$ cat config.mk
export PLATFORM = sky130hd
export DESIGN_NAME = multicycle_main_control
export DESIGN_NICKNAME = d
export VERILOG_FILES = /design/src/rtl/multicycle_ctrl_pkg.sv /design/src/rtl/mcc_output_decode.sv /design/src/rtl/multicycle_main_control.sv
export SDC_FILE = /design/constraint.sdc
export NUM_CORES = 1
export LEC_CHECK = 0
export ABC_CLOCK_PERIOD_IN_PS = 2600
export CORE_AREA = 2 2 39 41
export DETAILED_ROUTE_END_ITERATION = 12
export DIE_AREA = 0 0 41 43
export HOLD_SLACK_MARGIN = 0.15
export PLACE_DENSITY = 0.77
export SYNTH_ARGS = -nofsm -noshare
export SYNTH_HDL_FRONTEND = slang
export SYNTH_SLANG_ARGS = --single-unit
$ cat constraint.sdc
create_clock -name clk -period 2.6 [get_ports clk]
set_clock_uncertainty 0.15 [all_clocks]
set_input_delay 0.52 -clock clk [delete_from_list [all_inputs] [get_ports clk]]
set_output_delay 0.52 -clock clk [all_outputs]
set_load 0.05 [all_outputs]
$ cat src/rtl/multicycle_ctrl_pkg.sv
// Shared encodings for the multicycle MIPS main control and ALU_Control.
// Optional feature macro: MULTICYCLE_BNE_EN (bne dispatch to BRANCH_NE).
package multicycle_ctrl_pkg;

    typedef enum logic [3:0] {
        S_IDLE      = 4'd0,
        S_FETCH     = 4'd1,
        S_DECODE    = 4'd2,
        S_MEM_ADDR  = 4'd3,
        S_MEM_READ  = 4'd4,
        S_MEM_WB    = 4'd5,
        S_MEM_WRITE = 4'd6,
        S_EXECUTE   = 4'd7,
        S_R_WB      = 4'd8,
        S_BRANCH    = 4'd9,
        S_JUMP      = 4'd10,
        S_BRANCH_NE = 4'd11
    } state_e;

    localparam logic [5:0] OP_RTYPE = 6'b000000;
    localparam logic [5:0] OP_LW    = 6'b100011;
    localparam logic [5:0] OP_SW    = 6'b101011;
    localparam logic [5:0] OP_BEQ   = 6'b000100;
    localparam logic [5:0] OP_BNE   = 6'b000101;
    localparam logic [5:0] OP_J     = 6'b000010;

    localparam logic [1:0] ALUOP_ADD   = 2'b00;
    localparam logic [1:0] ALUOP_SUB   = 2'b01;
    localparam logic [1:0] ALUOP_FUNCT = 2'b10;

    localparam logic [1:0] SRCB_B       = 2'b00;
    localparam logic [1:0] SRCB_FOUR    = 2'b01;
    localparam logic [1:0] SRCB_IMM     = 2'b10;
    localparam logic [1:0] SRCB_IMM_SL2 = 2'b11;

    localparam logic [1:0] PCSRC_ALU    = 2'b00;
    localparam logic [1:0] PCSRC_ALUOUT = 2'b01;
    localparam logic [1:0] PCSRC_JUMP   = 2'b10;

`ifdef MULTICYCLE_BNE_EN
    localparam logic BNE_EN = 1'b1;
`else
    localparam logic BNE_EN = 1'b0;
`endif

    typedef struct packed {
        logic       pc_write;
        logic       pc_write_cond;
        logic       pc_write_cond_ne;
        logic       i_or_d;
        logic       mem_read;
        logic       mem_write;
        logic       ir_write;
        logic       mem_to_reg;
        logic       reg_dst;
        logic       reg_write;
        logic       alu_src_a;
        logic [1:0] alu_src_b;
        logic [1:0] alu_op;
        logic [1:0] pc_source;
        logic       instr_done;
        logic       illegal_op;
    } ctrl_t;

    function automatic logic op_is_legal(input logic [5:0] op);
        logic legal;
        case (op)
            OP_RTYPE, OP_LW, OP_SW, OP_BEQ, OP_J: legal = 1'b1;
            OP_BNE:                               legal = BNE_EN;
            default:                              legal = 1'b0;
        endcase
        return legal;
    endfunction

endpackage

$ cat src/rtl/mcc_output_decode.sv
// Combinational state -> control word decode for the multicycle main control.
// With MULTICYCLE_BNE_EN undefined, BRANCH_NE never drives PCWriteCondNE.
module mcc_output_decode
    import multicycle_ctrl_pkg::*;
(
    input  state_e     state_i,
    input  logic [5:0] opcode_i,
    output ctrl_t      ctrl_o
);

    // Moore decode; only IllegalOp looks at the opcode, and only in DECODE.
    always_comb begin
        ctrl_o = '0;
        case (state_i)
            S_FETCH: begin
                ctrl_o.mem_read  = 1'b1;
                ctrl_o.ir_write  = 1'b1;
                ctrl_o.alu_src_b = SRCB_FOUR;
                ctrl_o.alu_op    = ALUOP_ADD;
                ctrl_o.pc_write  = 1'b1;
                ctrl_o.pc_source = PCSRC_ALU;
            end
            S_DECODE: begin
                ctrl_o.alu_src_b  = SRCB_IMM_SL2;
                ctrl_o.alu_op     = ALUOP_ADD;
                ctrl_o.illegal_op = ~op_is_legal(opcode_i);
            end
            S_MEM_ADDR: begin
                ctrl_o.alu_src_a = 1'b1;
                ctrl_o.alu_src_b = SRCB_IMM;
                ctrl_o.alu_op    = ALUOP_ADD;
            end
            S_MEM_READ: begin
                ctrl_o.mem_read = 1'b1;
                ctrl_o.i_or_d   = 1'b1;
            end
            S_MEM_WB: begin
                ctrl_o.reg_write  = 1'b1;
                ctrl_o.mem_to_reg = 1'b1;
                ctrl_o.instr_done = 1'b1;
            end
            S_MEM_WRITE: begin
                ctrl_o.mem_write  = 1'b1;
                ctrl_o.i_or_d     = 1'b1;
                ctrl_o.instr_done = 1'b1;
            end
            S_EXECUTE: begin
                ctrl_o.alu_src_a = 1'b1;
                ctrl_o.alu_src_b = SRCB_B;
                ctrl_o.alu_op    = ALUOP_FUNCT;
            end
            S_R_WB: begin
                ctrl_o.reg_write  = 1'b1;
                ctrl_o.reg_dst    = 1'b1;
                ctrl_o.instr_done = 1'b1;
            end
            S_BRANCH, S_BRANCH_NE: begin
                ctrl_o.alu_src_a        = 1'b1;
                ctrl_o.alu_src_b        = SRCB_B;
                ctrl_o.alu_op           = ALUOP_SUB;
                ctrl_o.pc_write_cond    = (state_i == S_BRANCH);
                ctrl_o.pc_write_cond_ne = (state_i == S_BRANCH_NE) & BNE_EN;
                ctrl_o.pc_source        = PCSRC_ALUOUT;
                ctrl_o.instr_done       = 1'b1;
            end
            S_JUMP: begin
                ctrl_o.pc_write   = 1'b1;
                ctrl_o.pc_source  = PCSRC_JUMP;
                ctrl_o.instr_done = 1'b1;
            end
            default: ctrl_o = '0;
        endcase
    end

endmodule

$ cat src/rtl/multicycle_main_control.sv
// Moore main control FSM for the multicycle MIPS datapath.
// Optional bne support is enabled by defining MULTICYCLE_BNE_EN.
module multicycle_main_control
    import multicycle_ctrl_pkg::*;
#(
    parameter int STATE_W = 4
) (
    input  logic               clk,
    input  logic               rst,
    input  logic [5:0]         Opcode,
    output logic               PCWrite,
    output logic               PCWriteCond,
    output logic               PCWriteCondNE,
    output logic               IorD,
    output logic               MemRead,
    output logic               MemWrite,
    output logic               IRWrite,
    output logic               MemtoReg,
    output logic               RegDst,
    output logic               RegWrite,
    output logic               ALUSrcA,
    output logic [1:0]         ALUSrcB,
    output logic [1:0]         ALUOp,
    output logic [1:0]         PCSource,
    output logic               InstrDone,
    output logic               IllegalOp,
    output logic [STATE_W-1:0] State
);

    state_e state_q;
    state_e state_d;
    ctrl_t  ctrl_s;

    // State register; reset abandons any in-flight instruction.
    always_ff @(posedge clk) begin
        if (rst) begin
            state_q <= S_IDLE;
        end else begin
            state_q <= state_d;
        end
    end

    // Next-state logic.
    always_comb begin
        state_d = S_IDLE;
        case (state_q)
            S_IDLE:   state_d = S_FETCH;
            S_FETCH:  state_d = S_DECODE;
            S_DECODE: begin
                case (Opcode)
                    OP_RTYPE:     state_d = S_EXECUTE;
                    OP_LW, OP_SW: state_d = S_MEM_ADDR;
                    OP_BEQ:       state_d = S_BRANCH;
                    OP_J:         state_d = S_JUMP;
                    OP_BNE:       state_d = BNE_EN ? S_BRANCH_NE : S_FETCH;
                    default:      state_d = S_FETCH;
                endcase
            end
            S_MEM_ADDR: state_d = (Opcode == OP_LW) ? S_MEM_READ : S_MEM_WRITE;
            S_MEM_READ: state_d = S_MEM_WB;
            S_EXECUTE:  state_d = S_R_WB;
            S_MEM_WB, S_MEM_WRITE, S_R_WB, S_BRANCH, S_BRANCH_NE, S_JUMP:
                        state_d = S_FETCH;
            default:    state_d = S_IDLE;
        endcase
    end

    mcc_output_decode u_decode (
        .state_i  (state_q),
        .opcode_i (Opcode),
        .ctrl_o   (ctrl_s)
    );

    assign PCWrite       = ctrl_s.pc_write;
    assign PCWriteCond   = ctrl_s.pc_write_cond;
    assign PCWriteCondNE = ctrl_s.pc_write_cond_ne;
    assign IorD          = ctrl_s.i_or_d;
    assign MemRead       = ctrl_s.mem_read;
    assign MemWrite      = ctrl_s.mem_write;
    assign IRWrite       = ctrl_s.ir_write;
    assign MemtoReg      = ctrl_s.mem_to_reg;
    assign RegDst        = ctrl_s.reg_dst;
    assign RegWrite      = ctrl_s.reg_write;
    assign ALUSrcA       = ctrl_s.alu_src_a;
    assign ALUSrcB       = ctrl_s.alu_src_b;
    assign ALUOp         = ctrl_s.alu_op;
    assign PCSource      = ctrl_s.pc_source;
    assign InstrDone     = ctrl_s.instr_done;
    assign IllegalOp     = ctrl_s.illegal_op;
    assign State         = STATE_W'(state_q);

endmodule

==> out/metrics.csv <==
metric;value;unit
layout_common_cells;15 x buf_4, 11 x nor2_1, 11 x clkdlybuf4s50_1, 7 x nor3_1;
hold_buffers;0;
cts-buffers-inserted;3;
synthToLayoutAreaGrowth;76.32;%
rsz0062_at_grt;no;
grt_pass1_vias;470;
grt_start_max_net_pins;16;
htreeDepth;1;
drt-pass1-iter-count;4;
overflow;0;
synth-async-reset-ratio;0;%
routed_wl;1407;µm
cp_top_family;buffers and inverters;
yosys_warnings;0;
drc;0;
cts_root_buf;clkbuf_4;
synth_edf_count;0;
netlist_instances;69;
grt_use_total;18.76;%
max_stage_delay;0.92;ns
drive_above_1_share;27.84;%
leakagePower;0.0003215;µW
initial_core_util;32.46;%
synthesis.area;449.2;µm²
drt_iter0_drc;7;
dp_cells;110;
cts_tree;yes;
layoutNonFillerInstCount;113;
drv_cap;0;
hold_viol;0;
dpl.hpwl;969;µm
hp-class;reg -> reg;
cts_resized;0;
die_area;1763;µm²
diodes;0;
internal_power;158.1;µW
critical_path_required;1.93;ns
seqPwrFrac;27.1;%
num_rows;14;
ios;31;
wl_per_cell;12.45;µm
cp_cell_sequence;clkdlybuf4s50_1;
routed_via_density;5.292;
ys_ff_latch;4;
maxSlewViolCount;0;
timing.slew.headroom;65.44;%
peakVddDrop;0.0001727;V
grt_antenna_before_repair;0;
grt_first_pass_wirelength;2166;µm
synth-main-ff-cell;dfxtp_1;
fin_util;57.23;%
die_height;43;µm
power_density;332.9;nW/µm²
final_common_cell;buf_4;
fin_crit_sh;95.39;%
p_sw_share;40.04;%
worst-path-max-fanout;15;
cp_slowest_cell;clkdlybuf4s50_1;
pwr-share-clk;33.1;%
synth.avg_cell_area;6.510;µm²
nNetsFinal;107;
die_x;41;µm
clockBufferDepth;2;
port_buffers;29;
stdcell_area;792.0;µm²
post_dp_cell_area;769.5;µm²
syn-num-nets;77;
status;completed;
finalSetupViolCount;0;
clk_latency;0.25;ns
gp_congestion;0.7459;
route.vias.total;598;
p_switching;105.6;µW
cts_sinks;4;
drtAntennaViolNets;0;
fmax;403.2;MHz
cts_setup_buffers;0;
largest_reg_flops;4;
arrival;1.81;ns
pwr-share-comb;39.8;%
period_minus_slack;2.480;ns
finalPower;263.7;µW
worstSetupStartpointType;register;
ys_types;29;
clk_pin_slew;0.04;ns
end_kind;primary output;
tightestPinTransition;0.5177;ns
path_buf_inv;1;
critPathKind;reg -> out;
core;1384;µm²
ys_seq_area_share;17.83;%
[tightest hold or removal path, cell delays in order (launching register included)]
cell and delay [ns]:
dfxtp_1 0.37, a21oi_1 0.15, o21a_1 0.12
[cell families (layout without fill, tap and decap cells)]
kind of cell | count (synthesis) | count (layout) | share of synthesized area [%]
AND/OR/NAND/NOR | 39 | 39 | 48.47
AO/OA/AOI/OAI | 13 | 13 | 18.10
buffers and inverters | 9 | 37 | 8.357
flip-flops | 4 | 4 | 17.83
XOR/XNOR | 2 | 2 | 3.900
other | 1 | 1 | 0.8349
multiplexers | 1 | 1 | 2.507
[synth_stat cells, types with 2 or more instances]
| cell type | instances | area, µm² |
|---|---|---|
| o21ai_0 | 3 | 15.01 |
| dfxtp_1 | 4 | 80.08 |
| inv_1 | 3 | 11.26 |
| o21a_1 | 2 | 15.01 |
| nor4b_1 | 2 | 17.52 |
| nand2_1 | 3 | 11.26 |
| xnor2_1 | 2 | 17.52 |
| nand2b_1 | 5 | 31.28 |
| nor3_1 | 7 | 35.03 |
| clkbuf_1 | 3 | 11.26 |
| a21oi_1 | 4 | 20.02 |
| nor2_1 | 11 | 41.29 |
| nand3_1 | 2 | 10.01 |
| a211oi_1 | 2 | 15.01 |
| buf_1 | 2 | 7.510 |
[cell type report]
class	instances	area [µm²]
clock buffer	3	22.52
sequential	4	80.08
inverter	3	11.26
tap	16	20.02
multi-input combinational	56	335.3
timing repair buffer	31	322.8
fill	136	591.8
[path summary, 6_finish.rpt]
kind | cells past startpoint | startpoint | slack (ns) | end
worst max-delay path | 1 | State[0] | 0.12 | State[0]
worst min-delay path | 2 | State[3] | 0.51 | State[3]
worst max register to register | 3 | State[1] | 0.71 | State[1]
worst min register to register | 2 | State[3] | 0.51 | State[3]
[power groups by stage]
| stage | clock network [µW] | logic [µW] | registers, µW |
|---|---|---|---|
| after floorplan | 0 | 61.8 | 74.3 |
| after global placement | 0 | 104 | 72.0 |
| after detailed placement | 0 | 105 | 72.4 |
| after CTS | 86.8 | 106 | 71.4 |
| after global routing | 88.8 | 111 | 72.8 |
| final | 87.2 | 105 | 71.5 |
[per-layer routing]
metal  track usage, %  vias to the layer above  part of all wire (%)
met3            3.665                        4                   7.3
met4            14.00                        0                   2.7
met5                0                        -                     0
met1            23.08                      267                    42
li1                 -                      302                     -
met2            27.19                       25                    48
[stage by stage]
step                      worst slack (ns)  TNS (ns)  hold slack (ns)
after floorplan                    -0.3734    -1.383           0.4428
after global placement              0.2662         0           0.4776
after CTS                           0.1310         0           0.5116
after global routing               0.03375         0           0.5627
after detailed placement            0.2205         0           0.4936
final                               0.1198         0           0.5122
Note: power is estimated with default switching activity, not from simulation.
